`src/rtl/sap1_pkg.sv`:
```
// sap1_pkg: shared definitions for the SAP-1 RAM loader slice.
//   - loader_state_e : loader FSM states (also exported on the debug port)
//   - OP_*           : SAP-1 opcodes (upper nibble of an instruction byte)
//   - RAM_*          : SAP-1 program/data RAM geometry
//   - make_instr()   : packs opcode and operand into one RAM word
package sap1_pkg;

  localparam int RAM_ADDR_W = 4;
  localparam int RAM_DATA_W = 8;
  localparam int RAM_DEPTH  = 16;

  localparam logic [3:0] OP_LDA = 4'h0;
  localparam logic [3:0] OP_ADD = 4'h1;
  localparam logic [3:0] OP_SUB = 4'h2;
  localparam logic [3:0] OP_OUT = 4'hE;
  localparam logic [3:0] OP_HLT = 4'hF;

  typedef enum logic [2:0] {
    ST_IDLE    = 3'd0,
    ST_HOLD    = 3'd1,
    ST_ACCEPT  = 3'd2,
    ST_WRITE   = 3'd3,
    ST_DRAIN   = 3'd4,
    ST_FILL    = 3'd5,
    ST_RELEASE = 3'd6,
    ST_DONE    = 3'd7
  } loader_state_e;

  function automatic logic [RAM_DATA_W-1:0] make_instr(input logic [3:0] op,
                                                       input logic [3:0] operand);
    return {op, operand};
  endfunction

endpackage

```
`src/rtl/sap1_hold_timer.sv`:
```
// sap1_hold_timer: loadable down-counter with a zero flag. The loader uses it
// to time how long the CPU clear is held before the first write (HOLD) and
// after the last write (RELEASE).
//   clk_i      : clock, rising edge
//   rst_n_i    : asynchronous active-low reset (count -> 0)
//   load_i     : load load_val_i (has priority over dec_i)
//   load_val_i : value loaded
//   dec_i      : decrement by one; saturates at zero
//   zero_o     : count is zero
module sap1_hold_timer #(
  parameter int W = 2
) (
  input  logic         clk_i,
  input  logic         rst_n_i,
  input  logic         load_i,
  input  logic [W-1:0] load_val_i,
  input  logic         dec_i,
  output logic         zero_o
);

  logic [W-1:0] cnt_q, cnt_d;

  always_comb begin
    cnt_d = cnt_q;
    if (load_i) begin
      cnt_d = load_val_i;
    end else if (dec_i && (cnt_q != '0)) begin
      cnt_d = cnt_q - 1'b1;
    end
  end

  always_ff @(posedge clk_i or negedge rst_n_i) begin
    if (!rst_n_i) begin
      cnt_q <= '0;
    end else begin
      cnt_q <= cnt_d;
    end
  end

  assign zero_o = (cnt_q == '0);

endmodule

```
`src/rtl/sap1_ram_loader.sv`:
```
// sap1_ram_loader: programs the SAP-1 16x8 RAM from a byte stream while
// holding the CPU sequencer/PC in clear, then releases it.
//
// Ports:
//   CLK, CLR          : clock (rising edge), asynchronous active-low reset
//   load_start        : one-cycle pulse, starts a session from IDLE or DONE
//   in_valid/in_ready : byte stream handshake, in_data byte, in_last marks end
//   ram_addr/ram_wdata/ram_we : RAM write port (one strobe cycle per word)
//   cpu_clr_n         : active-low clear to the CPU, low for the whole session
//   busy              : session in progress
//   done              : one-cycle pulse when the session ends
//   err_overflow      : sticky, stream was longer than DEPTH
//   word_count        : stream words written in the current/last session
//   state_dbg         : current FSM state (debug)
//
// Handshake: a byte transfers on a rising edge where in_valid and in_ready are
// both 1. in_ready depends only on the FSM state, never on in_valid; in_data
// and in_last are only looked at on a transfer edge.
//
// Build option: define LOADER_FILL_EN to pad the remaining RAM addresses with
// FILL_WORD after a short stream. Without it unwritten addresses are untouched.
//
// DEPTH must equal 2**ADDR_W; ram_addr never wraps.
module sap1_ram_loader
  import sap1_pkg::*;
#(
  parameter int                ADDR_W    = RAM_ADDR_W,
  parameter int                DATA_W    = RAM_DATA_W,
  parameter int                DEPTH     = RAM_DEPTH,
  parameter int                HOLD_CYC  = 2,
  parameter logic [DATA_W-1:0] FILL_WORD = {OP_HLT, 4'h0}
) (
  input  logic              CLK,
  input  logic              CLR,
  input  logic              load_start,
  input  logic              in_valid,
  input  logic [DATA_W-1:0] in_data,
  input  logic              in_last,
  output logic              in_ready,
  output logic [ADDR_W-1:0] ram_addr,
  output logic [DATA_W-1:0] ram_wdata,
  output logic              ram_we,
  output logic              cpu_clr_n,
  output logic              busy,
  output logic              done,
  output logic              err_overflow,
  output logic [ADDR_W:0]   word_count,
  output loader_state_e     state_dbg
);

  // Timer is loaded with HOLD_CYC-1 so HOLD and RELEASE each last HOLD_CYC cycles.
  localparam int                TMR_W     = (HOLD_CYC > 1) ? $clog2(HOLD_CYC) : 1;
  localparam logic [TMR_W-1:0]  HOLD_LOAD = TMR_W'(HOLD_CYC - 1);
  localparam logic [ADDR_W-1:0] ADDR_LAST = ADDR_W'(DEPTH - 1);
  localparam logic [ADDR_W:0]   DEPTH_CNT = (ADDR_W + 1)'(DEPTH);

  loader_state_e     state_q, state_d;
  logic [ADDR_W-1:0] addr_q, addr_d;
  logic [DATA_W-1:0] wdata_q, wdata_d;
  logic              last_q, last_d;
  logic [ADDR_W:0]   count_q, count_d;
  logic              ovf_q, ovf_d;
  logic              done_q, done_d;
  logic [ADDR_W:0]   count_inc;
  logic              tmr_load, tmr_dec, tmr_zero;

  assign count_inc = count_q + 1'b1;

  sap1_hold_timer #(.W(TMR_W)) u_hold_timer (
    .clk_i      (CLK),
    .rst_n_i    (CLR),
    .load_i     (tmr_load),
    .load_val_i (HOLD_LOAD),
    .dec_i      (tmr_dec),
    .zero_o     (tmr_zero)
  );

  always_comb begin
    state_d  = state_q;
    addr_d   = addr_q;
    wdata_d  = wdata_q;
    last_d   = last_q;
    count_d  = count_q;
    ovf_d    = ovf_q;
    done_d   = 1'b0;
    tmr_load = 1'b0;
    tmr_dec  = 1'b0;
    unique case (state_q)
      ST_IDLE, ST_DONE: begin
        if (load_start) begin
          state_d  = ST_HOLD;
          addr_d   = '0;
          count_d  = '0;
          ovf_d    = 1'b0;
          tmr_load = 1'b1;
        end
      end
      ST_HOLD: begin
        if (tmr_zero) state_d = ST_ACCEPT;
        else          tmr_dec = 1'b1;
      end
      ST_ACCEPT: begin
        if (in_valid) begin
          wdata_d = in_data;
          last_d  = in_last;
          state_d = ST_WRITE;
        end
      end
      ST_WRITE: begin
        count_d = count_inc;
        if (last_q) begin
`ifdef LOADER_FILL_EN
          if (count_inc != DEPTH_CNT) begin
            addr_d  = addr_q + 1'b1;
            state_d = ST_FILL;
          end else begin
            state_d  = ST_RELEASE;
            tmr_load = 1'b1;
          end
`else
          state_d  = ST_RELEASE;
          tmr_load = 1'b1;
`endif
        end else if (count_inc == DEPTH_CNT) begin
          // RAM is full but the stream has not ended: swallow the rest.
          state_d = ST_DRAIN;
        end else begin
          addr_d  = addr_q + 1'b1;
          state_d = ST_ACCEPT;
        end
      end
      ST_DRAIN: begin
        if (in_valid) begin
          ovf_d = 1'b1;
          if (in_last) begin
            state_d  = ST_RELEASE;
            tmr_load = 1'b1;
          end
        end
      end
      ST_FILL: begin
        // Only reachable when padding is built in.
        if (addr_q == ADDR_LAST) begin
          state_d  = ST_RELEASE;
          tmr_load = 1'b1;
        end else begin
          addr_d = addr_q + 1'b1;
        end
      end
      ST_RELEASE: begin
        if (tmr_zero) begin
          state_d = ST_DONE;
          done_d  = 1'b1;
        end else begin
          tmr_dec = 1'b1;
        end
      end
      default: state_d = ST_IDLE;
    endcase
  end

  always_ff @(posedge CLK or negedge CLR) begin
    if (!CLR) begin
      state_q <= ST_IDLE;
      addr_q  <= '0;
      wdata_q <= '0;
      last_q  <= 1'b0;
      count_q <= '0;
      ovf_q   <= 1'b0;
      done_q  <= 1'b0;
    end else begin
      state_q <= state_d;
      addr_q  <= addr_d;
      wdata_q <= wdata_d;
      last_q  <= last_d;
      count_q <= count_d;
      ovf_q   <= ovf_d;
      done_q  <= done_d;
    end
  end

  // Outputs decode from the state register so an asynchronous reset drops
  // ram_we and releases cpu_clr_n immediately.
  assign in_ready     = (state_q == ST_ACCEPT) || (state_q == ST_DRAIN);
  assign ram_we       = (state_q == ST_WRITE) || (state_q == ST_FILL);
  assign busy         = (state_q != ST_IDLE) && (state_q != ST_DONE);
  assign cpu_clr_n    = ~busy;
  assign ram_addr     = addr_q;
  assign ram_wdata    = (state_q == ST_FILL) ? FILL_WORD : wdata_q;
  assign done         = done_q;
  assign err_overflow = ovf_q;
  assign word_count   = count_q;
  assign state_dbg    = state_q;

endmodule

```
`config.mk`:
```
export PLATFORM = sky130hd
export DESIGN_NAME = sap1_ram_loader
export DESIGN_NICKNAME = d
export VERILOG_FILES = /design/src/rtl/sap1_pkg.sv /design/src/rtl/sap1_hold_timer.sv /design/src/rtl/sap1_ram_loader.sv
export SDC_FILE = /design/constraint.sdc
export NUM_CORES = 1
export LEC_CHECK = 0
export CAP_MARGIN = 10
export CORE_ASPECT_RATIO = 1.2
export CORE_UTILIZATION = 52
export CTS_CLUSTER_DIAMETER = 150
export DETAILED_ROUTE_END_ITERATION = 6
export GPL_ROUTABILITY_DRIVEN = 0
export HOLD_SLACK_MARGIN = 0.08
export PLACE_DENSITY = 0.84
export SKIP_LAST_GASP = 1
export SLEW_MARGIN = 40
export SYNTH_ARGS = -nofsm -noshare
export SYNTH_HDL_FRONTEND = slang
export SYNTH_SLANG_ARGS = --single-unit
```
`constraint.sdc`:
```
create_clock -name CLK -period 5 [get_ports CLK]
set_input_delay 0.75 -clock CLK [delete_from_list [all_inputs] [get_ports CLK]]
set_output_delay 0.75 -clock CLK [all_outputs]
set_load 0.05 [all_outputs]
```
# Word-level counts from Yosys, hierarchy flattened
# Index checks and enable logic that the tools add are counted.
# classes
addsub,3
n_mul,0
div_mod_pow,0
order_cmp,0
eq_ne,20
shifts,0
muxes,33
bitwise,1
reduce_logical,17
# ops
cell,count
$mux W3,9
$pmux W3 S7,1
$ne A2 B2 Y1 const B,10
$mux W4,4
$mux W1,13
$eq A3 B3 Y1 const B,4
$pmux W4 S3,1
$pmux W5 S2,1
$mux W8,1
$reduce_and A7 Y1,1
$eq A3 B2 Y1 const B,2
$reduce_bool A2 Y1,3
$reduce_bool A3 Y1,2
$add A5 B1 Y5 const B,1
$eq A5 B5 Y1 const B,1
$mux W5,1
$reduce_and A5 Y1,1
$add A4 B1 Y4 const B,1
$eq A4 B4 Y1 const B,1
$pmux W1 S4,1
$reduce_and A2 Y1,2
$reduce_or A2 Y1,2
$eq A3 B1 Y1 const B,1
$logic_not A3 Y1,1
7 further kinds,9
# word_totals
reg_bits,24
latchBits,0
ramBits,0
rom_bits,0
out_inout_bits,26
elab_cells,82
mem_count,0

# Depth between registers and ports, before layout
# depth
ltp_word,6
ltp_mapped,7
mapped_depth_nobuf,6

# Hierarchy
# A second synthesis with hierarchy kept.
# hier_totals
cells_unflattened,154
hier_area_um2,1475.2
# by_module_without_submodules
module,instances,cells_per_inst,area_each_um2,seq_area_each_um2
sap1_ram_loader,1,150,1430.1,575.6
sap1_hold_timer,1,4,45.0,25.0

# Worst setup path before layout
# No wires, ideal clock.
# synth_timing
kind,reg-to-output
start,"reg state_q[2], in the netlist state_dbg[2]"
end,out in_ready
t_arrival_ps,1975
slack_ps,2275
path_stages_with_launch,5
path_buffers,2
path_cell_list,dfrtp_1 > buf_2 > buf_1 > xnor2_1 > nor2_1
# synth_between
elab_chain_len,2
elab_cells_between_ends,3
classes_between,eq/ne: 2; reduce/logical: 1
# synth_lines
item,line,text
from (decl),sap1_ram_loader.sv:57,"loader_state_e state_q, state_d;"
from (signal assigned),sap1_ram_loader.sv:172,state_q <= state_d;
$eq A3 B2 Y1 or $eq A3 B3 Y1 (tied branches),sap1_ram_loader.sv:184,assign in_ready = (state_q == ST_ACCEPT) || (state_q == ST_DRAIN);
$logic_or A1 B1 Y1 *,sap1_ram_loader.sv:184,
to (decl),sap1_ram_loader.sv:39,"output logic in_ready,"
# Mark *: on every way between the ends. The rest lies on a longest branch, timed or not.

# Final worst setup path
# layout_timing
start,"reg state_q[0], in the netlist state_dbg[0]"
end,out ram_we
# layout_between
elab_chain_len,2
elab_cells_between_ends,3
classes_between,eq/ne: 2; reduce/logical: 1
# layout_lines
item,line,text
$eq A3 B2 Y1 or $eq A3 B3 Y1 (tied branches),sap1_ram_loader.sv:185,assign ram_we = (state_q == ST_WRITE) || (state_q == ST_FILL);
$logic_or A1 B1 Y1 *,sap1_ram_loader.sv:185,
to (decl),sap1_ram_loader.sv:42,"output logic ram_we,"
# Marks and branches as above.

==> results.json <==
{
  "io_buffers": 38,
  "r2r_cells": 6,
  "cts_root_buf": "clkbuf_4",
  "cp_max_fo": 23,
  "slew_headroom_pct": 58.3,
  "die_h_um": 61.2,
  "ys_seq_elements": 24,
  "hp-class": "in2async",
  "slowest_stage": "clkdlybuf4s50_1",
  "status": "finished clean",
  "wire_per_inst_um": 15.3,
  "hold_buffers": 0,
  "dpl.hpwl_mm": 2.60,
  "wl_met3_um": 165,
  "crit_family": "buffers and inverters",
  "worstSetupPathType": "reg2out",
  "slowest_delay_ps": 820,
  "critPathBufInv": 1,
  "cp_data_required_time_ps": 4250,
  "startpoint": "state_dbg[0]",
  "fin_crit_sh_pct": 68.8,
  "r2r_start": "word_count[0]",
  "final_common_cell": "clkdlybuf4s50_1",
  "synth_edf_count": 0,
  "grt_pass1_wl_mm": 5.67,
  "min_period_ps": 3440,
  "ys_seq_area_share_pct": 39.5,
  "top_layer_used": "met4",
  "arrival_ps": 2690,
  "fin_tns_setup_ps": 0,
  "drc_errors": 0,
  "finalClockSkew_ps": 7.01,
  "dr.pass1.iters": 4,
  "yosysWarningCount": 0,
  "ys_types": 53,
  "synth_fp_nets": 182,
  "post-cts-setup-buffers": 0,
  "ys.flop_type": "dfrtp_1",
  "fmaxAchievable_ghz": 0.291,
  "cts_buffers": 3,
  "start_kind": "flop",
  "critPathMostFrequentCell": "nand2_1",
  "die_area_mm2": 0.00314,
  "path_clk_slew_ps": 140,
  "path_cells": "nand2_1, or2_2, nand2_1, clkdlybuf4s50_1",
  "reg2reg_to": "ram_addr[1]",
  "r2r_slack_ps": 2940,
  "max_slew.worst_pin.slew_ps": 625,
  "vias": 1418,
  "htree_levels": 1,
  "mostFrequentLayoutCells": "clkdlybuf4s50_1 (37), dfrtp_1 (23), nand2_1 (11), nor2_1 (11), a21oi_1 (11)",
  "areaGrowthSynthToFinish_pct": 27.3,
  "syn_area_per_cell_um2": 9.15,
  "syn_area_mm2": 0.00152,
  "antenna_found_initial": 0,
  "end_kind": "primary output",
  "overflow": 0,
  "io_pins": 39,
  "cts_tree": "built",
  "start_util_pct": 54.5,
  "synth_cells": 166,
  "dr_wl_met2_mm": 1.85,
  "grt_pass1_vias": 1267,
  "maxSlewViolCount": 0,
  "die_x_um": 51.3,
  "clock_latency_ps": 320,
  "rsz0062_at_grt": "false",
  "drive_above_1_share_pct": 10.6,
  "clock_path_buffers": 2,
  "max_cap_violations": 0,
  "cts.sinks": 24,
  "setup_viol": 0,
  "post_cts_resized": 0,
  "fin_nets": 216,
  "async_flop_share_pct": 100,
  "avgViaCountPerCell": 6.09,
  "grt_start_max_net_pins": 36,
  "drtAntennaViolNets": 0,
  "rows": 21,
  "hold_violations": 0,
  "met1_length_mm": 1.47,
  "core_mm2": 0.00279,
  "wirelength_mm": 3.56,
  "diodes": 0,
  "drtIter0Drc": 52,
  "grtUsageTotal_pct": 24.4
}
-- cell usage after synthesis, drive strengths merged (2+ instances only) --
cell / n / area [um2]
ha: 3 / 37.5
nor3: 3 / 15.0
o22ai: 2 / 12.5
inv: 7 / 26.3
nand3: 10 / 50.1
nand2: 11 / 41.3
a211o: 2 / 17.5
and3: 3 / 21.3
o21a: 2 / 15.0
clkbuf: 2 / 7.51
a22o: 2 / 17.5
nor2b: 2 / 12.5
xnor2: 2 / 17.5
a21oi: 11 / 55.1
a31oi: 2 / 27.5
mux2: 8 / 90.1
buf: 8 / 41.3
and2: 4 / 25.0
o22a: 2 / 17.5
o21ai: 10 / 50.1
dfrtp: 24 / 601
nor3b: 3 / 22.5
o211ai: 3 / 27.5
nand2b: 6 / 37.5
nor2: 11 / 41.3
-- layer usage --
| metal | GRT usage (%) | vias up |
|---|---|---|
| li1 | - | 666 |
| met1 | 28.9 | 685 |
| met2 | 43.4 | 58 |
| met3 | 3.70 | 9 |
| met4 | 12.4 | 0 |
| met5 | 0 | - |
-- cell families after synthesis --
logic type               count (synthesis)  synth area share, %
XOR/XNOR                                 3                 1.73
buffers and inverters                   17                 4.94
flip-flops                              24                 39.5
AO/OA/AOI/OAI                           47                 22.2
multiplexers                             9                 6.59
AND/OR/NAND/NOR                         62                 21.9
adder cells (fa/ha/maj)                  4                 3.13
-- state kept, by name (all words and copies together) (netlist names) --
signal,flops
wdata_q,8
word_count,5
ram_addr,4
state_dbg,3
done,1
err_overflow,1
last_q,1
u_hold_timer.cnt_q,1
-- layout make-up --
| class | count | area [um2] |
|---|---|---|
| fillers | 231 | 852 |
| multi-input cells | 125 | 843 |
| flip-flops and latches | 24 | 602 |
| repair buffers | 39 | 383 |
| well taps | 34 | 42.5 |
| clock buffers | 4 | 36.3 |
| inverters | 7 | 26.3 |
-- worst max-delay path by stage --
stage                               to  slack (ps)  depth (start not counted)
after floorplan               in_ready        2270                          4
after global placement          ram_we        1940                          3
after detailed placement  ram_wdata[4]        1840                          3
after CTS                 ram_wdata[4]        1480                          3
after global routing            ram_we        1410                          4
final                           ram_we        1560                          4
-- stage by stage --
stage	cells	utilization [%]	cell area, um2	setup WS (ps)	hold slack, ps
after global routing	233	69.4	1930	1410	415
after floorplan	166	-	1520	2270	447
after global placement	229	68.2	1900	1940	486
final	233	69.4	1930	1560	384
after CTS	233	69.4	1930	1480	410
after detailed placement	229	68.1	1900	1840	492
Power is left out: the tool's default activity adds up to more than one toggle a clock period on the data nets, which glitch-free logic cannot reach.
